$ cat src/rtl/riscv_pkg.sv
// Shared RV32I fetch definitions: legal base opcodes, fetch FSM states and the
// instruction width.
package riscv_pkg;

  localparam int INST_W = 32;

  typedef enum logic [6:0] {
    OP_LOAD   = 7'd3,
    OP_IMM    = 7'd19,
    OP_AUIPC  = 7'd23,
    OP_STORE  = 7'd35,
    OP_REG    = 7'd51,
    OP_LUI    = 7'd55,
    OP_BRANCH = 7'd99,
    OP_JALR   = 7'd103,
    OP_JAL    = 7'd111
  } opcode_t;

  typedef enum logic [1:0] {
    IDLE = 2'd0,
    RUN  = 2'd1,
    HALT = 2'd2
  } fetch_state_t;

  function automatic logic is_legal_opcode(input logic [6:0] op);
    logic legal;
    legal = 1'b0;
    case (op)
      OP_LOAD, OP_IMM, OP_AUIPC, OP_STORE, OP_REG,
      OP_LUI, OP_BRANCH, OP_JALR, OP_JAL: legal = 1'b1;
      default: legal = 1'b0;
    endcase
    return legal;
  endfunction

endpackage

$ cat src/rtl/fetch_fifo.sv
// Small synchronous FIFO with a flush that empties it in one cycle. Head data is
// read straight from storage, so it is registered and stable until popped.
module fetch_fifo #(
  parameter int W     = 32,
  parameter int DEPTH = 2,
  localparam int AW   = $clog2(DEPTH),
  localparam int CW   = $clog2(DEPTH + 1)
) (
  input  logic          clk,
  input  logic          rst_n,
  input  logic          flush,
  input  logic          push,
  input  logic [W-1:0]  din,
  input  logic          pop,
  output logic [W-1:0]  dout,
  output logic          empty,
  output logic          full,
  output logic [CW-1:0] count
);

  logic [W-1:0]  mem [DEPTH];
  logic [AW-1:0] wr_ptr;
  logic [AW-1:0] rd_ptr;
  logic          do_push;
  logic          do_pop;

  assign empty   = (count == '0);
  assign full    = (count == CW'(DEPTH));
  assign dout    = mem[rd_ptr];
  assign do_pop  = pop && !empty;
  // A push into a full FIFO is fine when the head leaves in the same cycle.
  assign do_push = push && (!full || do_pop);

  always_ff @(posedge clk or negedge rst_n) begin
    if (!rst_n) begin
      wr_ptr <= '0;
      rd_ptr <= '0;
      count  <= '0;
      for (int i = 0; i < DEPTH; i++) mem[i] <= '0;
    end else if (flush) begin
      wr_ptr <= '0;
      rd_ptr <= '0;
      count  <= '0;
    end else begin
      if (do_push) begin
        mem[wr_ptr] <= din;
        wr_ptr      <= wr_ptr + 1'b1;
      end
      if (do_pop) rd_ptr <= rd_ptr + 1'b1;
      count <= count + CW'(do_push) - CW'(do_pop);
    end
  end

endmodule

$ cat src/rtl/fetch_unit.sv
// Instruction fetch: PC, credit-limited in-order imem reads, a registered
// instruction buffer toward decode, and opcode screening that halts on illegal words.
module fetch_unit
  import riscv_pkg::*;
#(
  parameter int              XLEN       = 32,
  parameter logic [XLEN-1:0] RESET_PC   = '0,
  parameter int              FIFO_DEPTH = 2
) (
  input  logic              clk,
  input  logic              rst_n,
  output logic              imemReqValid,
  input  logic              imemReqReady,
  output logic [XLEN-1:0]   imemAddr,
  input  logic              imemRespValid,
  input  logic [INST_W-1:0] imemRespData,
  input  logic              redirect,
  input  logic [XLEN-1:0]   redirectPC,
  output logic              instValid,
  input  logic              instReady,
  output logic [INST_W-1:0] inst,
  output logic [XLEN-1:0]   instPC,
  output logic [6:0]        opCode,
  output logic              illegalInst,
  output logic              misaligned,
  output fetch_state_t      fsmState
);

  // Handshakes (imem request and decode output): a transfer happens on a clock
  // edge where valid && ready; valid never depends on ready, and the offered
  // payload stays put while valid is high and ready is low.

  localparam int CW  = $clog2(FIFO_DEPTH + 1);
  localparam int CRW = CW + 1;

  fetch_state_t      state, state_nxt;
  logic [XLEN-1:0]   pc;
  logic [CW-1:0]     outstanding, drop_cnt, occupancy, pcq_count;
  logic [CRW-1:0]    credit_used;
  logic [INST_W-1:0] head_inst;
  logic [XLEN-1:0]   head_pc, req_pc;
  logic              ibuf_empty, ibuf_full, pcq_empty, pcq_full;
  logic              redir, accept, resp_drop, resp_keep, push, pop, head_legal, mis_q;

  assign redir       = redirect && (state != IDLE);
  assign credit_used = {1'b0, outstanding} + {1'b0, occupancy};
  assign imemReqValid = (state == RUN) && !redir && (credit_used < CRW'(FIFO_DEPTH));
  assign accept      = imemReqValid && imemReqReady;
  assign resp_drop   = imemRespValid && (drop_cnt != '0);
  assign resp_keep   = imemRespValid && (drop_cnt == '0);
  assign head_legal  = is_legal_opcode(head_inst[6:0]);
  assign instValid   = (state == RUN) && !ibuf_empty && head_legal;
  assign pop         = instValid && instReady && !redir;
  assign push        = resp_keep && !redir;

  assign imemAddr    = pc;
  assign inst        = head_inst;
  assign instPC      = head_pc;
  assign opCode      = head_inst[6:0];
  assign illegalInst = (state == HALT);
  assign misaligned  = mis_q;
  assign fsmState    = state;

  // PCs of accepted reads, consumed in order as their words come back.
  fetch_fifo #(.W(XLEN), .DEPTH(FIFO_DEPTH)) u_pcq (
    .clk(clk), .rst_n(rst_n), .flush(redir),
    .push(accept), .din(pc), .pop(push),
    .dout(req_pc), .empty(pcq_empty), .full(pcq_full), .count(pcq_count)
  );

  fetch_fifo #(.W(INST_W + XLEN), .DEPTH(FIFO_DEPTH)) u_ibuf (
    .clk(clk), .rst_n(rst_n), .flush(redir),
    .push(push), .din({imemRespData, req_pc}), .pop(pop),
    .dout({head_inst, head_pc}), .empty(ibuf_empty), .full(ibuf_full), .count(occupancy)
  );

  always_comb begin
    state_nxt = state;
    case (state)
      IDLE:    state_nxt = RUN;
      RUN:     if (!redir && !ibuf_empty && !head_legal) state_nxt = HALT;
      HALT:    if (redir) state_nxt = RUN;
      default: state_nxt = IDLE;
    endcase
  end

  always_ff @(posedge clk or negedge rst_n) begin
    if (!rst_n) begin
      state       <= IDLE;
      pc          <= RESET_PC;
      outstanding <= '0;
      drop_cnt    <= '0;
      mis_q       <= 1'b0;
    end else begin
      state <= state_nxt;
      mis_q <= redir && (redirectPC[1:0] != 2'b00);
      if (redir) begin
        // Everything still in flight after this cycle belongs to the old path.
        pc          <= {redirectPC[XLEN-1:2], 2'b00};
        outstanding <= outstanding - CW'(imemRespValid);
        drop_cnt    <= outstanding - CW'(imemRespValid);
      end else begin
        if (accept) pc <= pc + XLEN'(4);
        outstanding <= outstanding + CW'(accept) - CW'(imemRespValid);
        drop_cnt    <= drop_cnt - CW'(resp_drop);
      end
    end
  end

  a_no_overflow: assert property (@(posedge clk) disable iff (!rst_n)
    !(push && ibuf_full && !pop));
  a_outstanding: assert property (@(posedge clk) disable iff (!rst_n)
    outstanding <= CW'(FIFO_DEPTH));
  a_drop_cnt: assert property (@(posedge clk) disable iff (!rst_n)
    drop_cnt <= outstanding);
  a_pcq_sync: assert property (@(posedge clk) disable iff (!rst_n)
    !(accept && pcq_full) && (!push || !pcq_empty) && (pcq_count == outstanding - drop_cnt));

endmodule

$ cat config.mk
export PLATFORM = sky130hd
export DESIGN_NAME = fetch_unit
export DESIGN_NICKNAME = d
export VERILOG_FILES = /design/src/rtl/riscv_pkg.sv /design/src/rtl/fetch_fifo.sv /design/src/rtl/fetch_unit.sv
export SDC_FILE = /design/constraint.sdc
export NUM_CORES = 1
export LEC_CHECK = 0
export BUFFER_PORTS_ARGS = -buffer_cell sky130_fd_sc_hd__buf_2
export CAP_MARGIN = 20
export CORE_MARGIN = 2
export CORE_UTILIZATION = 45
export CTS_CLUSTER_DIAMETER = 100
export CTS_CLUSTER_SIZE = 8
export DETAILED_ROUTE_END_ITERATION = 12
export GPL_ROUTABILITY_DRIVEN = 1
export PLACE_DENSITY = 0.66
export SKIP_LAST_GASP = 1
export SYNTH_ARGS = -nofsm -noshare
export SYNTH_HDL_FRONTEND = slang
export SYNTH_SLANG_ARGS = --single-unit
export TNS_END_PERCENT = 1
$ cat constraint.sdc
create_clock -name clk -period 6.1 [get_ports clk]
set_input_delay 1.22 -clock clk [delete_from_list [all_inputs] [get_ports clk]]
set_output_delay 1.22 -clock clk [all_outputs]
set_load 0.02 [all_outputs]
==> results of run 1 <==
[routing by layer]
layer  vias to the layer above  GRT usage [%]  routed length [um]
li1                       3291              -                   -
met1                      3507           25.9               10800
met2                       171           31.9               11100
met3                        34           4.22                1360
met4                         0           5.11                 407
met5                         -              0                   0
[path summary, 6_finish.rpt]
path                            startpoint              end  slack, ns  cells past startpoint
setup / recovery             u_ibuf.rd_ptr        instValid       2.06                      5
hold / removal              u_ibuf.mem[68]   u_ibuf.mem[68]       0.48                      1
setup reg to reg           u_ibuf.count[0]    u_pcq.mem[56]       2.18                     10
hold reg to reg             u_ibuf.mem[68]   u_ibuf.mem[68]       0.48                      1
max in group asynchronous            rst_n    u_pcq.mem[43]       4.24                      2
min in group asynchronous            rst_n  u_ibuf.mem[106]       0.76                      1
[synthesized netlist by cell type, types with 2 or more instances]
| library cell | instances | area, um^2 |
|---|---|---|
| nand3_1 | 19 | 95.1 |
| mux2_1 | 69 | 777 |
| xnor2_1 | 10 | 87.6 |
| o31ai_1 | 3 | 22.5 |
| clkbuf_1 | 21 | 78.8 |
| nor2b_1 | 3 | 18.8 |
| o21ai_0 | 24 | 120 |
| nand4_1 | 12 | 75.1 |
| buf_2 | 19 | 95.1 |
| inv_1 | 13 | 48.8 |
| and3_1 | 11 | 68.8 |
| nor3_1 | 6 | 30.0 |
| dfrtp_1 | 229 | 5730 |
| a31oi_1 | 4 | 25.0 |
| and2_1 | 4 | 25.0 |
| or4_1 | 5 | 37.5 |
| a22oi_1 | 3 | 22.5 |
| nor2_1 | 26 | 97.6 |
| o22ai_1 | 4 | 25.0 |
| nand2_1 | 41 | 154 |
| xor2_1 | 13 | 114 |
| o211ai_1 | 4 | 30.0 |
| and4_1 | 2 | 17.5 |
| o311ai_0 | 3 | 26.3 |
| nor4_1 | 6 | 37.5 |
| mux2_2 | 206 | 2320 |
| a41oi_1 | 2 | 17.5 |
| a21oi_1 | 10 | 50.1 |
| buf_4 | 13 | 97.6 |
| buf_1 | 3 | 11.3 |
| ha_1 | 9 | 113 |
| mux2i_1 | 2 | 20.0 |
[logic make-up after synthesis]
| family | after synthesis |
|---|---|
| compound gates | 71 |
| xor+xnor | 23 |
| fa+ha+maj | 10 |
| buf+inv | 70 |
| flops | 229 |
| mux | 277 |
| other cells | 1 |
| simple gates | 142 |
[power breakdown]
part	internal, mW	total, mW	leakage, nW	switching (mW)
registers	2.16	2.60	2.87	0.439
clock network	1.01	1.62	0.441	0.613
logic	1.07	2.26	2.62	1.19
[placed cells by master, fill, tap and decap left out, types with 3 or more instances in the layout]
cell       count
conb_1         4
or4_1          5
o31ai_1        3
nand2_1       41
mux2_1        69
and2_1         4
ha_1           9
nor2b_1        3
xor2_1        13
a21oi_1       10
buf_4         10
o311ai_0       3
buf_2        173
nand4_1       12
clkbuf_16     35
o22ai_1        4
a22oi_1        3
nand3_1       19
xnor2_1       10
nor4_1         6
nor2_1        25
dfrtp_1      228
o21ai_0       24
inv_1         13
and3_1        11
o211ai_1       4
a31oi_1        4
mux2_2       206
nor3_1         6
[metrics by stage]
step / worst slack [ns] / utilization, %
global placement: 2.18 / 50.6
floorplan: 3.22 / -
detailed placement: 2.04 / 50.6
finish: 2.06 / 54.5
global route: 1.89 / 54.5
CTS: 2.00 / 54.5
[flip-flops by register name, summed over array words and instances, names as in the netlist, 2 cells and up]
name and count:
u_ibuf.count 2, drop_cnt 2, u_ibuf.mem 124, imemAddr 30, u_pcq.count 2, u_pcq.mem 60
outstanding 2, fsmState 2
[area by class of cell]
class	count	area [um^2]	area share, %
Clock buffer	36	880	6.90
Clock inverter	2	13.8	0.108
Inverter	14	52.6	0.412
Multi-Input combinational cell	527	4690	36.8
Sequential cell	229	5730	45.0
Tap cell	319	399	3.13
Timing Repair Buffer	185	976	7.66
==> summary.txt, run 1 <==
Clock sink count: 229
Post-route non-filler standard cell count: 1,312
CORE AREA: 23,400 um^2
Area post-placement: 11,900 um^2
Vias in the first global route: 7,119
Die width: 158 um
Relative slew margins: 39.7%
Post-synth EDFFs: 0
# diodes: 0
Total setup buffers inserted after CTS: 0
Post-synthesis mux area share: 29.1%
CP arrival: 2.82 ns
DRT antenna net count: 0
Clock Latency Late Sink: 0.49 ns
Worst IR Drop VDD: 340 uV
Final total power: 6.48 mW
DR vias: 7,003
DP HPWL: 15.8 mm
Setup Crit Path Kind: flop to output pin
Placed cell count: 1,274
Layout cell share with drive strength beyond 1: 44.0%
Hold_ws: 0.476 ns
Hold Fails Final Rpt: 0
Num CTS Buffers: 34
Power per Cell Area: 508 nW/um^2
Largest net degree at the start of global routing: 117
Hold_buf cts: 0
Max cap viols: 0
Design area: 12,700 um^2
Synth warn: 0
Buf+Inv Stages, Crit Path: 1
DRC errors left: 0
Post-synthesis adder-cell area fraction: 1.24%
Worst Tran Pin Value: 0.904 ns
RSZ-0062 raised after global routing: false
WL final: 23.6 mm
I/O pin total: 179
Post-route clock period utilization: 66.2%
H-Tree Depth: 2
Worst-path maximum fanout: 32
Compound-gate portion of the synthesized area: 4.54%
Endpoint class of the critical path: output pin
Mean Syn Cell Area: 13.0 um^2
Fill cells: 2,118
CTS tree: yes
Startpoint types: flop
Worst hold path type: flop to flop
Mapped cell area: 10,700 um^2
First-pass GRT wire length: 38.1 mm
CP required: 4.88 ns
Crit path max-delay family: flip-flops
Routability cong.: 0.783
Clock buffer depth: 3
Final number of setup-violating endpoints: 0
Ys async rst share: 100%
DR pass1 iterations: 4
Post-Synth Simple-Gate Area: 6.71%
Starting DRT DRC Count: 343
Chip Height: 158 um
Synthesized-area fraction occupied by xor and xnor cells: 1.88%
# resized after CTS: 0
Buffers added on ports: 174
Leak: 5.93 nW
CP cell instances: mux2_2 -> and3_1 -> o211ai_2 -> nor2_1 -> buf_2
Nets: 1,071
Register area share after synthesis: 53.4%
Clock-pin slew on the worst setup and hold paths: 0.05 ns
Skew final: 0.0193 ns
Setup Total Neg Slack: 0 ns
Outcome: complete, no violations
Root Buffer: clkbuf_16
Number of synthesized register bits: 229
Area added between synthesis and finish: 18.8%
Max Slew Vio Count: 0
Placement row count: 56
Synth Instances: 823
Antenna violations before repair: 0
Distinct cells, synth: 56
Initial Utilization: 45.8%
Critical path's largest stage delay: 0.91 ns
Main combinational cell family by area after synthesis: multiplexers
Period minus WS final: 4.04 ns
Fmax: 247 MHz
Avg WL per Cell: 18.0 um
DIE AREA: 25,100 um^2
Post-synth top flop: dfrtp_1
GRT Overall Usage: 19.3%
Vias per cell: 5.34
Total congestion overflow: 0
Worst path slowest cell: dfrtp_2
Power figures use the tool's default switching activity.
==> inputs of run 2 (changes only) <==
Settings changed: PLACE_DENSITY 0.66 to 0.69.
Clock period 6.1 ns to 3.57 ns, I/O delays scaled along.
==> summary.txt, run 2 (synthesized netlist as in run 1, its figures left out) <==
I/O pin total: 179 (unchanged)
Fmax: 327 MHz
First-pass GRT wire length: 37.9 mm (-0.43%)
Buf+Inv Stages, Crit Path: 1 (unchanged)
Post-route clock period utilization: 85.8%
Worst path slowest cell: dfrtp_2
Largest Register: u_ibuf.mem
Vias in the first global route: 7,113 (-0.084%)
Hold Fails Final Rpt: 0 (unchanged)
Routability cong.: 0.750 (-4.1%)
CP arrival: 2.35 ns (-0.47 ns)
Crit path max-delay family: flip-flops
Die width: 158 um (unchanged)
CTS tree: yes
Worst r2r src: u_ibuf.count[0]
CP required: 2.86 ns (-2.02 ns)
Placement row count: 56 (unchanged)
Starting DRT DRC Count: 376 (+9.6%)
Max cap viols: 0 (unchanged)
Largest net degree at the start of global routing: 89 (-24%)
Max Slew Vio Count: 0 (unchanged)
Hold_buf cts: 0 (unchanged)
Power per Cell Area: 867 nW/um^2 (+71%)
Worst IR Drop VDD: 513 uV (+51%)
Leak: 5.97 nW (+0.58%)
Worst hold path type: input port to async pin
Clock buffer depth: 3 (unchanged)
Period minus WS final: 3.06 ns
DIE AREA: 25,100 um^2 (unchanged)
Total setup buffers inserted after CTS: 0 (unchanged)
Fill cells: 2,012 (-5.0%)
Vias per cell: 5.37 (+0.61%)
Worst Tran Pin Value: 0.753 ns (-0.152 ns)
Startpoint types: flop
DRT antenna net count: 0 (unchanged)
Final number of setup-violating endpoints: 0 (unchanged)
Worst-path maximum fanout: 10 (-69%)
DR vias: 7,083 (+1.1%)
Root Buffer: clkbuf_16
Skew final: 0.0128 ns (-0.00651 ns)
Endpoint class of the critical path: output pin
Num CTS Buffers: 34 (unchanged)
Outcome: complete, no violations
Critical path's largest stage delay: 0.50 ns (-0.41 ns)
Max FFs per register: 124 (unchanged)
Total congestion overflow: 0 (unchanged)
H-Tree Depth: 2 (unchanged)
Hold_ws: 0.242 ns (-0.234 ns)
Clock-pin slew on the worst setup and hold paths: 0.05 ns (about the same)
RSZ-0062 raised after global routing: false
Crit path from: u_ibuf.rd_ptr
Clock sink count: 229 (unchanged)
CORE AREA: 23,400 um^2 (unchanged)
GRT Overall Usage: 19.2% (-0.14 points)
Most common cell after layout, fill and taps aside: dfrtp_1
Nets: 1,076 (+0.47%)
Clock Latency Late Sink: 0.49 ns (about the same)
Most frequent cells in the layout: dfrtp_1 (228), mux2_2 (206), buf_2 (173), mux2_1 (69), nand2_1 (41)
Initial Utilization: 45.8% (unchanged)
WL final: 24.0 mm (+1.3%)
Setup Total Neg Slack: 0 ns (unchanged)
Layout cell share with drive strength beyond 1: 44.3% (+0.34 points)
Area added between synthesis and finish: 19.5%
DRC errors left: 0 (unchanged)
DP HPWL: 16.0 mm (+1.3%)
# resized after CTS: 0 (unchanged)
DR pass1 iterations: 4 (unchanged)
Final total power: 11.1 mW (+72%)
CP cell instances: mux2_2 -> and3_1 -> o211ai_2 -> nor2_1 -> buf_2
Antenna violations before repair: 1 (+1)
Avg WL per Cell: 18.2 um (+0.76%)
Buffers added on ports: 174 (unchanged)
Chip Height: 158 um (unchanged)
Setup Crit Path Kind: flop to output pin
Relative slew margins: 49.4% (+9.6 points)
[run 2: cell types whose count changed in the layout (fill, tap and decap cells not counted)]
cell and change:
clkbuf_16 -1, buf_4 +2, diode_2 +1, inv_6 +1
buf_12 +3, clkinv_8 +1
[run 2: through the flow]
| stage | util [%] | cell area, um^2 | worst slack (ns) | instances |
|---|---|---|---|---|
| finish | 54.8 | 12800 | 0.508 | 1319 |
| CTS | 54.8 | 12800 | 0.480 | 1318 |
| floorplan | - | 10700 | 0.739 | 826 |
| detailed placement | 51.0 | 11900 | 0.540 | 1279 |
| global placement | 51.0 | 11900 | 0.670 | 1279 |
| global route | 54.8 | 12800 | 0.298 | 1319 |
[run 2: power by group]
group | leakage [nW] | switching (mW) | total (mW) | internal, mW
sequential | 2.87 | 0.753 | 4.44 | 3.69
clock | 0.440 | 1.08 | 2.77 | 1.69
combinational | 2.66 | 2.05 | 3.91 | 1.86
[run 2: path summary, 6_finish.rpt]
check | endpoint | slack (ns) | cells past startpoint
max in group asynchronous | imemAddr[16] | 2.48 | 2
min in group clk | imemAddr[6] | 0.42 | 3
setup reg to reg | u_pcq.mem[47] | 0.52 | 10
hold reg to reg | u_ibuf.mem[70] | 0.48 | 1
setup / recovery | instValid | 0.51 | 5
hold / removal | u_ibuf.mem[42] | 0.24 | 1
[run 2: routing by layer]
metal / wire [um] / track usage (%) / vias to the layer above
met5: 0 / 0 / -
met4: 499 / 5.58 / 0
met3: 1550 / 4.33 / 39
met2: 11100 / 31.2 / 201
met1: 10800 / 25.8 / 3538
li1: - / - / 3305
[run 2: cell type report]
cell class,count,area [um^2],share of cell area [%]
Sequential cell,229,5730,44.7
Tap cell,319,399,3.11
Antenna cell,1,2.50,0.0195
Timing Repair Buffer,190,1050,8.20
Clock inverter,4,38.8,0.302
Inverter,14,52.6,0.410
Clock buffer,35,855,6.66
Multi-Input combinational cell,527,4690,36.6
==> inputs of run 3 (changes only) <==
Settings changed: CORE_MARGIN 2 to 5.
==> summary.txt, run 3 (synthesized netlist as in run 1, its figures left out) <==
DR WL met3: 1.66 mm (+7.1%)
DRT antenna net count: 0 (unchanged)
Setup ws final: 0.459 ns (-0.0497 ns)
Root Buffer: clkbuf_16
Layout cell share with drive strength beyond 1: 44.5% (+0.11 points)
Worst hold path type: input port to async pin
Post-route clock period utilization: 87.2% (+1.4 points)
Critical path's largest stage delay: 0.51 ns (about the same)
CP required: 2.86 ns (about the same)
Power per Cell Area: 868 nW/um^2 (about the same)
Most frequent cells in the layout: dfrtp_1 (228), mux2_2 (206), buf_2 (173), mux2_1 (69), nand2_1 (41)
Worst Tran Pin Value: 0.795 ns (+0.0420 ns)
M1 wire length: 10.9 mm (+1.3%)
Psw: 3.87 mW (-0.36%)
Largest net degree at the start of global routing: 106 (+19%)
Fill cells: 2,013 (+0.050%)
Worst IR Drop VDD: 455 uV (-11%)
Startpoint types: flop
Setup Total Neg Slack: 0 ns (unchanged)
DIE AREA: 27,000 um^2 (+7.7%)
Relative slew margins: 47.0% (-2.3 points)
Internal: 7.27 mW (+0.54%)
Skew final: 0.0235 ns (+0.0107 ns)
Clock buffer depth: 3 (unchanged)
Buffers added on ports: 174 (unchanged)
H-Tree Depth: 2 (unchanged)
Avg WL per Cell: 18.5 um (+1.9%)
Endpoint class of the critical path: output pin
Max cap viols: 0 (unchanged)
Fmax: 321 MHz (-1.6%)
Buf+Inv Stages, Crit Path: 1 (unchanged)
Worst slack at placement: 0.570 ns (+0.0303 ns)
Vias in the first global route: 7,592 (+6.7%)
Routability cong.: 0.776 (+3.4%)
Hold Fails Final Rpt: 0 (unchanged)
Leak: 5.98 nW (+0.26%)
DRC errors left: 0 (unchanged)
DP HPWL: 16.5 mm (+3.3%)
Max FFs per register: 124 (unchanged)
Placement row count: 56 (unchanged)
I/O pin total: 179 (unchanged)
Hold_buf cts: 0 (unchanged)
Setup Crit Path Kind: flop to output pin
Sequential share of power: 39.8% (about the same)
# diodes: 0 (-1)
Clock Latency Late Sink: 0.50 ns (about the same)
GRT Overall Usage: 18.5% (-0.70 points)
Highest Signal Layer: met4
Total congestion overflow: 0 (unchanged)
Initial Utilization: 45.7% (-0.14 points)
Reg area: 5730 um^2 (unchanged)
Logic pwr share: 35.5% (+0.3 points)
Clk pwr share: 24.8% (about the same)
Starting DRT DRC Count: 414 (+10%)
DR pass1 iterations: 5 (+1)
Nets: 1,079 (+0.28%)
Clock-pin slew on the worst setup and hold paths: 0.05 ns (about the same)
Total setup buffers inserted after CTS: 0 (unchanged)
Final number of setup-violating endpoints: 0 (unchanged)
Crit path max-delay family: flip-flops
Outcome: complete, no violations
Clock sink count: 229 (unchanged)
WL final: 24.4 mm (+1.9%)
Area added between synthesis and finish: 19.7%
CORE AREA: 23,500 um^2 (+0.30%)
Most common cell after layout, fill and taps aside: dfrtp_1
CP arrival: 2.40 ns (+0.05 ns)
Largest Register: u_ibuf.mem
CTS tree: yes
Chip Height: 164 um (+3.8%)
Area of the multi-input gates: 4690 um^2 (unchanged)
Period minus WS final: 3.11 ns (+0.0497 ns)
CP cell instances: mux2_2 -> and3_1 -> o211ai_2 -> nor2_1 -> buf_2
Antenna violations before repair: 0 (-1)
Num CTS Buffers: 34 (unchanged)
Vias per cell: 5.36 (-0.19%)
Worst-path maximum fanout: 10 (unchanged)
Worst path slowest cell: dfrtp_2
# resized after CTS: 0 (unchanged)
RSZ-0062 raised after global routing: false
First-pass GRT wire length: 40.0 mm (+5.5%)
Max Slew Vio Count: 0 (unchanged)
Die width: 164 um (+3.8%)
Routed length on met2: 11.4 mm (+2.9%)
DR vias: 7,075 (-0.11%)
Sw Share: 34.7% (-0.20 points)
[run 3: through the flow]
step	std cells	utilization [%]	power, mW	cell area, um^2	hold WS, ns
after global placement	1282	50.9	8.32	11900	0.463
after detailed placement	1282	50.9	8.45	11900	0.471
after global routing	1320	54.7	11.9	12800	0.348
after CTS	1320	54.7	11.3	12800	0.317
final	1320	54.7	11.1	12800	0.295
after floorplan	826	-	7.19	10700	0.418
[run 3: area by class of cell]
type | instances | share of cell area (%)
inverters | 14 | 0.409
clock buffers | 36 | 6.85
clock inverters | 2 | 0.107
well taps | 319 | 3.11
multi-input cells | 527 | 36.5
flip-flops and latches | 229 | 44.6
repair buffers | 193 | 8.36
[run 3: worst register-to-register path, cell delays in order, from the launching register on]
cell	delay [ns]
dfrtp_1	0.36
inv_1	0.07
nor2_1	0.13
fa_1	0.46
nor4b_2	0.38
and3_1	0.24
inv_2	0.09
a31oi_1	0.30
and2b_1	0.19
buf_4	0.28
mux2_2	0.38
[run 3: worst paths after layout]
| check | startpoint | endpoint | slack, ns | cells past startpoint |
|---|---|---|---|---|
| worst max-delay path | u_ibuf.rd_ptr | instValid | 0.46 | 5 |
| worst min-delay path | rst_n | u_ibuf.mem[106] | 0.30 | 1 |
| worst max register to register | u_ibuf.count[0] | u_pcq.mem[40] | 0.55 | 10 |
| worst min register to register | u_ibuf.mem[115] | u_ibuf.mem[115] | 0.48 | 1 |
| max in group asynchronous | rst_n | u_ibuf.mem[20] | 2.49 | 2 |
| min in group clk | redirectPC[6] | imemAddr[6] | 0.43 | 3 |
[run 3: power by group through the flow]
stage | combinational [mW] | clock, mW | sequential (mW)
2_1_floorplan | 2.85 | 0 | 4.34
3_3_place_gp | 3.91 | 0 | 4.41
4_1_cts | 4.02 | 2.85 | 4.43
6_report | 3.95 | 2.76 | 4.43
3_5_place_dp | 3.99 | 0 | 4.46
5_1_grt | 4.34 | 2.96 | 4.59
[run 3: metal layers]
| layer | vias up | GRT usage (%) |
|---|---|---|
| met5 | - | 0 |
| met4 | 0 | 4.95 |
| met3 | 34 | 4.44 |
| met2 | 187 | 29.7 |
| met1 | 3542 | 25.3 |
| li1 | 3312 | - |
